===== config.mk =====
export PLATFORM = sky130hd
export DESIGN_NAME = rps_round_ctrl_flat
export DESIGN_NICKNAME = d
export VERILOG_FILES = /design/src/rtl/rps_round_ctrl_if.sv /design/src/rtl/rps_round_ctrl.sv /design/src/flat_wrapper.sv
export SDC_FILE = /design/constraint.sdc
export NUM_CORES = 1
export LEC_CHECK = 0
export BUFFER_PORTS_ARGS = -buffer_cell sky130_fd_sc_hd__buf_2
export CAP_MARGIN = 20
export CORE_MARGIN = 5
export CORE_UTILIZATION = 30
export CTS_BUF_LIST = sky130_fd_sc_hd__clkbuf_8
export CTS_CLUSTER_DIAMETER = 30
export CTS_CLUSTER_SIZE = 30
export DETAILED_ROUTE_END_ITERATION = 8
export MAX_ROUTING_LAYER = met4
export PLACE_DENSITY_LB_ADDON = 0.1
export REMOVE_ABC_BUFFERS = 1
export SLEW_MARGIN = 30
export SYNTH_ARGS = -nofsm -noshare
export SYNTH_HDL_FRONTEND = slang
export SYNTH_SLANG_ARGS = --single-unit

===== constraint.sdc =====
create_clock -name CLK -period 6.8 [get_ports CLK]
set_clock_uncertainty 0.2 [all_clocks]
set_input_delay 1.36 -clock CLK [delete_from_list [all_inputs] [get_ports CLK]]
set_output_delay 1.36 -clock CLK [all_outputs]
set_load 0.01 [all_outputs]

===== src/rtl/rps_round_ctrl_if.sv =====
// rps_round_ctrl_if: sign strobes in, four segment buses and status out.
//
// Handshake: A_VALID/B_VALID are single-cycle qualifiers for A_SIGN/B_SIGN,
// sampled on the rising clock edge. There is no ready signal. A strobe is
// consumed only in WAIT, and only while that player has not yet played.
// Strobes arriving at any other time are dropped and are never queued.
interface rps_round_ctrl_if;
    logic        A_VALID;
    logic [0:1]  A_SIGN;
    logic        B_VALID;
    logic [0:1]  B_SIGN;
    logic [0:12] LDISP;
    logic [0:12] RDISP;
    logic [0:12] SC_LDISP;
    logic [0:12] SC_RDISP;
    logic        ROUND_DONE;
    logic        GAME_OVER;
    logic [1:0]  STATE_DBG;

    modport master (
        output A_VALID, A_SIGN, B_VALID, B_SIGN,
        input  LDISP, RDISP, SC_LDISP, SC_RDISP, ROUND_DONE, GAME_OVER, STATE_DBG
    );

    modport slave (
        input  A_VALID, A_SIGN, B_VALID, B_SIGN,
        output LDISP, RDISP, SC_LDISP, SC_RDISP, ROUND_DONE, GAME_OVER, STATE_DBG
    );
endinterface


===== src/rtl/rps_round_ctrl.sv =====
// rps_round_ctrl: muk-jji-ppa round sequencer. It collects both signs, scores
// the round, shows the hands for HOLD_CYC cycles, and ends the match on
// WIN_SCORE or MAX_ROUNDS.
// Optional macro TIMEOUT_EN: when a sign is missing, it is forced to INVALID
// after TIMEOUT_CYC cycles.
// STATE_DBG encoding: 0 WAIT, 1 EVAL, 2 SHOW, 3 END.
module rps_round_ctrl #(
    parameter int WIN_SCORE   = 3,
    parameter int MAX_ROUNDS  = 9,
    parameter int HOLD_CYC    = 4,
    parameter int TIMEOUT_CYC = 16
) (
    input logic             CLK,
    input logic             RST,
    rps_round_ctrl_if.slave bus
);
    typedef enum logic [1:0] {
        ST_WAIT = 2'd0,
        ST_EVAL = 2'd1,
        ST_SHOW = 2'd2,
        ST_END  = 2'd3
    } state_e;

    localparam logic [1:0] SIGN_ROCK  = 2'b00;
    localparam logic [1:0] SIGN_SCIS  = 2'b01;
    localparam logic [1:0] SIGN_PAPER = 2'b10;
    localparam logic [1:0] SIGN_INV   = 2'b11;

    localparam logic [0:12] PAT_BLANK  = 13'b0000000000000;
    localparam logic [0:12] PAT_MID    = 13'b0000001000000;
    localparam logic [0:12] PAT_A_WINR = 13'b0000000100100;
    localparam logic [0:12] PAT_B_WINL = 13'b0000000001001;

    localparam int HOLD_W = (HOLD_CYC > 1) ? $clog2(HOLD_CYC) : 1;
    localparam logic [HOLD_W-1:0] HOLD_LAST = HOLD_W'(HOLD_CYC - 1);

    // Parameter sanity is enforced at elaboration time.
    if (WIN_SCORE < 1 || WIN_SCORE > 9 || MAX_ROUNDS < 1 || MAX_ROUNDS > 15 ||
        HOLD_CYC < 1 || TIMEOUT_CYC < 1) begin : g_bad_params
        $error("rps_round_ctrl: parameter out of legal range");
    end

    function automatic logic [0:12] hand_pat(input logic [1:0] s);
        case (s)
            SIGN_ROCK:  return 13'b0011101000111;
            SIGN_SCIS:  return 13'b0011101101010;
            SIGN_PAPER: return 13'b0111111010000;
            default:    return 13'b0000000101101;
        endcase
    endfunction

    function automatic logic [0:12] digit_pat(input logic [3:0] d);
        case (d)
            4'd0:    return 13'b1111110000000;
            4'd1:    return 13'b0110000000000;
            4'd2:    return 13'b1101101000000;
            4'd3:    return 13'b1111001000000;
            4'd4:    return 13'b0110011000000;
            4'd5:    return 13'b1011011000000;
            4'd6:    return 13'b1011111000000;
            4'd7:    return 13'b1110010000000;
            4'd8:    return 13'b1111111000000;
            default: return 13'b1111011000000;
        endcase
    endfunction

    // x beats y: any valid sign beats INVALID, otherwise the usual cycle.
    function automatic logic beats(input logic [1:0] x, input logic [1:0] y);
        if (x == SIGN_INV) return 1'b0;
        if (y == SIGN_INV) return 1'b1;
        return (x == SIGN_ROCK  && y == SIGN_SCIS)  ||
               (x == SIGN_SCIS  && y == SIGN_PAPER) ||
               (x == SIGN_PAPER && y == SIGN_ROCK);
    endfunction

    function automatic logic [3:0] sat_inc(input logic [3:0] v);
        return (v >= 4'd9) ? 4'd9 : v + 4'd1;
    endfunction

    state_e state_q, state_d;
    logic              a_got_q, a_got_d, b_got_q, b_got_d;
    logic [1:0]        a_sign_q, a_sign_d, b_sign_q, b_sign_d;
    logic [3:0]        a_score_q, a_score_d, b_score_q, b_score_d;
    logic [3:0]        round_q, round_d;
    logic [HOLD_W-1:0] hold_q, hold_d;
    logic [0:12]       ldisp_q, ldisp_d, rdisp_q, rdisp_d;
    logic              round_done_q, round_done_d;
    logic              match_over;
    logic              to_fire;

    assign match_over = (a_score_q == 4'(WIN_SCORE)) || (b_score_q == 4'(WIN_SCORE)) ||
                        (round_q == 4'(MAX_ROUNDS));

`ifdef TIMEOUT_EN
    localparam int TO_W = (TIMEOUT_CYC > 1) ? $clog2(TIMEOUT_CYC) : 1;
    localparam logic [TO_W-1:0] TO_LAST = TO_W'(TIMEOUT_CYC - 1);
    logic [TO_W-1:0] to_q, to_d;

    // The timeout expires only if the missing player does not strobe in that same cycle.
    assign to_fire = (state_q == ST_WAIT) && (a_got_q ^ b_got_q) && (to_q == TO_LAST) &&
                     !(a_got_q ? bus.B_VALID : bus.A_VALID);

    // The wait counter runs only while exactly one sign is held in WAIT.
    always_comb begin
        to_d = '0;
        if (state_q == ST_WAIT && (a_got_q ^ b_got_q) && !to_fire) to_d = to_q + 1'b1;
    end

    // Wait counter register.
    always_ff @(posedge CLK) begin
        if (RST) to_q <= '0;
        else     to_q <= to_d;
    end
`else
    assign to_fire = 1'b0;
`endif

    // FSM state register.
    always_ff @(posedge CLK) begin
        if (RST) state_q <= ST_WAIT;
        else     state_q <= state_d;
    end

    // FSM next-state logic.
    always_comb begin
        state_d = state_q;
        case (state_q)
            ST_WAIT: if ((a_got_q && b_got_q) || to_fire) state_d = ST_EVAL;
            ST_EVAL: state_d = ST_SHOW;
            ST_SHOW: if (hold_q == HOLD_LAST) state_d = match_over ? ST_END : ST_WAIT;
            default: state_d = ST_END;
        endcase
    end

    // Datapath and output next values: latch signs, score the round, and drive the displays.
    always_comb begin
        a_got_d      = a_got_q;
        b_got_d      = b_got_q;
        a_sign_d     = a_sign_q;
        b_sign_d     = b_sign_q;
        a_score_d    = a_score_q;
        b_score_d    = b_score_q;
        round_d      = round_q;
        hold_d       = hold_q;
        ldisp_d      = ldisp_q;
        rdisp_d      = rdisp_q;
        round_done_d = 1'b0;
        case (state_q)
            ST_WAIT: begin
                if (bus.A_VALID && !a_got_q) begin
                    a_got_d  = 1'b1;
                    a_sign_d = bus.A_SIGN;
                end
                if (bus.B_VALID && !b_got_q) begin
                    b_got_d  = 1'b1;
                    b_sign_d = bus.B_SIGN;
                end
                if (to_fire) begin
                    if (!a_got_q) begin
                        a_got_d  = 1'b1;
                        a_sign_d = SIGN_INV;
                    end else begin
                        b_got_d  = 1'b1;
                        b_sign_d = SIGN_INV;
                    end
                end
            end
            ST_EVAL: begin
                ldisp_d      = hand_pat(a_sign_q);
                rdisp_d      = hand_pat(b_sign_q);
                if (beats(a_sign_q, b_sign_q)) a_score_d = sat_inc(a_score_q);
                if (beats(b_sign_q, a_sign_q)) b_score_d = sat_inc(b_score_q);
                round_d      = round_q + 4'd1;
                hold_d       = '0;
                round_done_d = 1'b1;
            end
            ST_SHOW: begin
                hold_d = hold_q + 1'b1;
                if (hold_q == HOLD_LAST) begin
                    if (match_over) begin
                        if (a_score_q > b_score_q) begin
                            ldisp_d = PAT_MID;
                            rdisp_d = PAT_A_WINR;
                        end else if (b_score_q > a_score_q) begin
                            ldisp_d = PAT_B_WINL;
                            rdisp_d = PAT_MID;
                        end else begin
                            ldisp_d = PAT_MID;
                            rdisp_d = PAT_MID;
                        end
                    end else begin
                        a_got_d = 1'b0;
                        b_got_d = 1'b0;
                        ldisp_d = PAT_BLANK;
                        rdisp_d = PAT_BLANK;
                    end
                end
            end
            default: ;
        endcase
    end

    // Datapath registers.
    always_ff @(posedge CLK) begin
        if (RST) begin
            a_got_q      <= 1'b0;
            b_got_q      <= 1'b0;
            a_sign_q     <= SIGN_ROCK;
            b_sign_q     <= SIGN_ROCK;
            a_score_q    <= 4'd0;
            b_score_q    <= 4'd0;
            round_q      <= 4'd0;
            hold_q       <= '0;
            ldisp_q      <= PAT_BLANK;
            rdisp_q      <= PAT_BLANK;
            round_done_q <= 1'b0;
        end else begin
            a_got_q      <= a_got_d;
            b_got_q      <= b_got_d;
            a_sign_q     <= a_sign_d;
            b_sign_q     <= b_sign_d;
            a_score_q    <= a_score_d;
            b_score_q    <= b_score_d;
            round_q      <= round_d;
            hold_q       <= hold_d;
            ldisp_q      <= ldisp_d;
            rdisp_q      <= rdisp_d;
            round_done_q <= round_done_d;
        end
    end

    assign bus.LDISP      = ldisp_q;
    assign bus.RDISP      = rdisp_q;
    assign bus.SC_LDISP   = digit_pat(a_score_q);
    assign bus.SC_RDISP   = digit_pat(b_score_q);
    assign bus.ROUND_DONE = round_done_q;
    assign bus.GAME_OVER  = (state_q == ST_END);
    assign bus.STATE_DBG  = state_q;
endmodule


===== src/flat_wrapper.sv =====
// flat-port wrapper written by rule: the top's interface ports become plain ports
module rps_round_ctrl_flat 
#(
    parameter int WIN_SCORE   = 3,
    parameter int MAX_ROUNDS  = 9,
    parameter int HOLD_CYC    = 4,
    parameter int TIMEOUT_CYC = 16
)
  (CLK, RST, bus_A_VALID, bus_A_SIGN, bus_B_VALID, bus_B_SIGN, bus_LDISP, bus_RDISP, bus_SC_LDISP, bus_SC_RDISP, bus_ROUND_DONE, bus_GAME_OVER, bus_STATE_DBG);
  rps_round_ctrl_if bus_i ();
  input logic CLK;
  input logic RST;
  input wire logic [$bits(bus_i.A_VALID)-1:0] bus_A_VALID;
  input wire logic [$bits(bus_i.A_SIGN)-1:0] bus_A_SIGN;
  input wire logic [$bits(bus_i.B_VALID)-1:0] bus_B_VALID;
  input wire logic [$bits(bus_i.B_SIGN)-1:0] bus_B_SIGN;
  output wire logic [$bits(bus_i.LDISP)-1:0] bus_LDISP;
  output wire logic [$bits(bus_i.RDISP)-1:0] bus_RDISP;
  output wire logic [$bits(bus_i.SC_LDISP)-1:0] bus_SC_LDISP;
  output wire logic [$bits(bus_i.SC_RDISP)-1:0] bus_SC_RDISP;
  output wire logic [$bits(bus_i.ROUND_DONE)-1:0] bus_ROUND_DONE;
  output wire logic [$bits(bus_i.GAME_OVER)-1:0] bus_GAME_OVER;
  output wire logic [$bits(bus_i.STATE_DBG)-1:0] bus_STATE_DBG;
  assign bus_i.A_VALID = bus_A_VALID;
  assign bus_i.A_SIGN = bus_A_SIGN;
  assign bus_i.B_VALID = bus_B_VALID;
  assign bus_i.B_SIGN = bus_B_SIGN;
  assign bus_LDISP = bus_i.LDISP;
  assign bus_RDISP = bus_i.RDISP;
  assign bus_SC_LDISP = bus_i.SC_LDISP;
  assign bus_SC_RDISP = bus_i.SC_RDISP;
  assign bus_ROUND_DONE = bus_i.ROUND_DONE;
  assign bus_GAME_OVER = bus_i.GAME_OVER;
  assign bus_STATE_DBG = bus_i.STATE_DBG;
  rps_round_ctrl #(.WIN_SCORE(WIN_SCORE), .MAX_ROUNDS(MAX_ROUNDS), .HOLD_CYC(HOLD_CYC), .TIMEOUT_CYC(TIMEOUT_CYC)) u_core (.CLK(CLK), .RST(RST), .bus(bus_i));
endmodule

## Word-level counts from Yosys, hierarchy flattened

Memories as Yosys holds them, arrays and structs flattened. A register that Yosys moved wholly into a read port is not among the register bits.
Index checks and enable logic that the tools add are counted.

| cells by class | value |
|---|---|
| add/sub/neg operators | 4 |
| magnitude comparators | 4 |
| eq/ne operators | 18 |
| muxes and demuxes | 47 |
| reductions and logical operators | 30 |

Operators by type and width:

| cell | count |
|---|---|
| $pmux W12 S3 | 2 |
| $mux W13 | 4 |
| $pmux W13 S2 | 2 |
| $mux W4 | 6 |
| $mux W1 | 23 |
| $mux W7 | 3 |
| $eq A2 B2 Y1 const B | 7 |
| $add A4 B1 Y4 const B | 3 |
| $reduce_and A2 Y1 | 6 |
| $logic_and A1 B1 Y1 | 9 |
| $eq A4 B2 Y1 const B | 2 |
| $ge A4 B4 Y1 const B | 2 |
| $gt A4 B4 Y1 | 2 |
| $ne A2 B1 Y1 const B | 4 |
| $reduce_and A4 Y1 | 2 |
| $eq A2 B1 Y1 const B | 3 |
| $logic_not A2 Y1 | 3 |
| $logic_or A1 B1 Y1 | 6 |
| $mux W2 | 3 |
| $pmux W2 S3 | 1 |
| $eq A4 B4 Y1 const B | 1 |
| $pmux W1 S2 | 2 |
| $pmux W2 S2 | 1 |
| $reduce_bool A2 Y1 | 2 |
| other kinds (3) | 4 |

| storage, ports and cells | value |
|---|---|
| register bits after elaboration | 49 |
| ROM bits | 224 |
| bits of input ports | 8 |
| output and inout port bits | 56 |
| logic and storage cells | 117 |
| memories | 2 |

Memory list:

| name | depth | bits a word | rd ports | clocked after Yosys merged registers in | write ports | line | text |
|---|---|---|---|---|---|---|---|
| (name not given) | 16 | 7 | 1 | 1 | 0 | rps_round_ctrl.sv:53 | `case (d)` |
| (name not given) | 16 | 7 | 1 | 1 | 0 | rps_round_ctrl.sv:53 |  |

## Logic depth before layout (Yosys ltp)

| logic depth | value |
|---|---|
| word-level depth | 11 |
| mapped depth | 10 |
| mapped depth without buffers | 10 |

## Worst setup path after synthesis

OpenSTA, ideal clock, no wires.

| timing | value |
|---|---|
| path kind | input port to flip-flop |
| from | in RST |
| to | reg u_core.bus.SC_LDISP[5] (netlist name) |
| library setup time | 0.127 ns |
| arrival | 2.572 ns |
| required time | 6.473 ns |
| slack | 3.902 ns |
| stages on the path | 5 |
| buffers on the path | 0 |
| cell sequence | inv_1 o21ai_0 a311o_1 ha_1 or3_1 |

| on the way | value |
|---|---|
| word-level cells in the longest chain between the ends | 1 |

RTL lines:

| item | line | text |
|---|---|---|
| start: declaration | flat_wrapper.sv:12 | `input logic RST;` |
| $mux W4 (no source line) | n/a |  |

No other way between the ends.
A chain may end at the register's enable or synchronous reset.

## Worst setup path in the final report

| timing | value |
|---|---|
| from | in RST |
| to | reg u_core.bus.SC_LDISP[3] (netlist name) |

| on the way | value |
|---|---|
| word-level cells in the longest chain between the ends | 1 |

RTL lines:

| item |
|---|
| $mux W4 (no source line) |

No other way between the ends.

==> flow_summary.yaml <==
drt:
  drt_first_iter_violations: 86
  ant_nets: 0
  drc: 0
  vias_per_cell: 4.58
  totalWireLength_um: 6430
  vias: 2283
  first_pass_iters: 5
  post_drt_wl_per_cell_um: 12.9
sta:
  setup_viol: 0
  fin_ws_ns: 3.54
  drv_slew: 0
  hold_viol_final: 0
  whs_ns: 0.264
  fin_crit_sh: 0.480
  slew_headroom: 0.555
  rsz0062_at_grt: "false"
  max_freq_ghz: 0.307
  setup_tns_ns: 0
  finalCriticalPeriod_ns: 3.26
  worst_pin_slew_ns: 0.668
run_status:
  status: "complete, no violations"
setup_path:
  reg2reg_setup_slack_ns: 3.91
  cp_num_buf_inv: 4
  start_kind: "primary input"
  end_kind: "register"
  max_stage_delay_ns: 0.45
  worstPathArrival_ns: 3.31
  path_delay_family: "buffers and inverters"
  crit_type: "in -> reg"
  cp.required_ns: 6.85
  crit_chain: "buf_2 -> buf_4 -> inv_1 -> o21ai_0 -> a311o_1 -> inv_1 -> ha_1 -> mux2_2 -> nand2_1"
  cpMostUsedCell: "inv_1"
  timing.rr.end: "u_core.bus.SC_LDISP[3]"
  reg2reg_depth: 10
  slowest_stage: "a311o_1"
  crit_fanout: 38
  timing.rr.start: "u_core.bus.STATE_DBG[1]"
synthesis:
  synthArstFlopShare: 0
  syn-cell-area_um2: 2870
  synth.most_common_cell: "dfxtp_1"
  ys_top_cells_by_count: "53 x dfxtp_1, 36 x ha_1, 33 x nor2_1"
  ys_seq_area_frac: 0.370
  synth_top_cell_area_share: 0.370
  synth_ff_type: "dfxtp_1"
  ys_ff_latch: 53
  postSynthCellCount: 327
  synth_cell_types: 47
  yosysTopAreaCell: "dfxtp_1"
  synth.top_cells.by_area: "dfxtp_1 37%, ha_1 16%, buf_4 5.8%"
  avgSynthCellArea_um2: 8.78
  ys_warn_count: 0
  synth_edf_count: 0
cts:
  cts_tree: "yes"
  clock_latency_ns: 0.31
  cts_sinks: 53
  root_buffer: "clkbuf_8"
  clk_pin_slew_ns: 0.10
  ctsHoldBuffers: 0
  htreeDepth: 2
  max-clock-path-buffers: 2
  cts_resized: 0
  postCtsSetupBuffers: 0
  cts_buffers: 5
cells_and_area:
  stdcell_count: 498
  design_area_um2: 3230
  num-nets-final: 412
  diodes: 0
  drive_gt1_frac: 0.184
  area_growth_pct: 12.5
floorplanning:
  die_area_um2: 11600
  placementRows: 35
  start_util: 0.309
  die_x_um: 108
  die_h_um: 108
  ios: 64
  core_area_um2: 9280
grt:
  grt_pass1_wl_um: 10400
  grt_max_degree: 39
  grt_pass1_vias: 2145
  overflow: 0
  antenna_found_initial: 0
  grt_util_all_layers: 0.113
place:
  dp.cells: 490
  place_congestion: 0.825
  pre_cts_ws_ns: 3.21
  postPlaceCellArea_um2: 3150
  numPortBuffers: 49
  dp_hpwl_um: 4870
worst_hold_path:
  min_path_cells: 2
  min-delay-start: "u_core.bus.RDISP[9]"
  hold_end: "u_core.bus.RDISP[9]"
  hold_class: "reg -> reg"
job:
  drv_cap: 0
pwr:
  p_leak_nw: 1.48
  ir_drop_mv: 0.107
  power_density_nw_per_um2: 264
## registers in the layout, summed over array words and instances, names as in the netlist
name	flops
u_core.a_sign_q	2
u_core.a_got_q	1
u_core.bus.LDISP	8
u_core.a_score_q	4
u_core.round_q	4
u_core.hold_q	2
u_core.bus.SC_RDISP	7
u_core.bus.STATE_DBG	2
u_core.bus.RDISP	8
u_core.b_sign_q	2
u_core.bus.SC_LDISP	7
u_core.bus.ROUND_DONE	1
u_core.b_score_q	4
u_core.b_got_q	1
## stage by stage
step,utilization,total power [mW]
after global placement,0.338,0.685
after detailed placement,0.339,0.687
after global routing,0.348,0.914
after floorplan,-,0.585
after CTS,0.348,0.867
final,0.348,0.851
## kinds of logic after synthesis
| family | synth area share |
|---|---|
| adder cells (fa/ha/maj) | 0.157 |
| other | 0.00131 |
| flip-flops | 0.370 |
| AO/OA/AOI/OAI | 0.169 |
| XOR/XNOR | 0.0122 |
| AND/OR/NAND/NOR | 0.160 |
| buffers and inverters | 0.102 |
| multiplexers | 0.0288 |
## metal layers
metal | GRT usage | up-vias | share of wire
met3 | 0.0216 | 8 | 0.049
met1 | 0.147 | 1047 | 0.49
met4 | 0.0298 | 0 | 0.0092
met5 | - | - | 0
li1 | - | 1172 | -
met2 | 0.179 | 56 | 0.46
## report_power, final
group / switching, mW / leakage, nW / internal [mW]
Clock: 0.104 / 0.0491 / 0.0703
Sequential: 0.0375 / 0.431 / 0.362
Combinational: 0.164 / 1.00 / 0.114
## worst register-to-register path: stages, from the launching register on
cell and delay, ns:
dfxtp_1 0.36, inv_1 0.09, ha_1 0.47, nand2b_1 0.14, a21oi_1 0.27, nand3_1 0.14
a21oi_1 0.38, inv_1 0.16, ha_1 0.31, mux2_2 0.26, nand2_1 0.06
## worst max-delay path by stage
| stage | cells past startpoint | to | slack (ns) | from |
|---|---|---|---|---|
| global placement | 9 | u_core.bus.SC_LDISP[3] | 3.26 | RST |
| global route | 9 | u_core.bus.SC_LDISP[3] | 3.38 | RST |
| CTS | 9 | u_core.bus.SC_LDISP[3] | 3.54 | RST |
| detailed placement | 9 | u_core.bus.SC_LDISP[3] | 3.21 | RST |
| finish | 9 | u_core.bus.SC_LDISP[3] | 3.54 | RST |
| floorplan | 5 | u_core.bus.SC_LDISP[5] | 3.90 | RST |
## final cells by class
| class | count | area (um^2) |
|---|---|---|
| Tap cell | 129 | 161 |
| Clock buffer | 5 | 68.8 |
| Clock inverter | 3 | 13.8 |
| Fill cell | 1013 | 6060 |
| Sequential cell | 53 | 1060 |
| Timing Repair Buffer | 50 | 253 |
| Multi-Input combinational cell | 231 | 1570 |
| Inverter | 27 | 101 |
## layout by cell type (no fill, tap or decap), drive strengths merged, types with 5 or more instances in the layout
master and instances:
o21ai 13, mux2i 6, nand2b 8, inv 28
clkbuf 5, ha 36, conb 14, nor2 33
dfxtp 53, buf 50, a21oi 28, nor3 8
a22oi 8, nand2 18, nor2b 6, nand3 5
(Power assumes the default switching activity.)
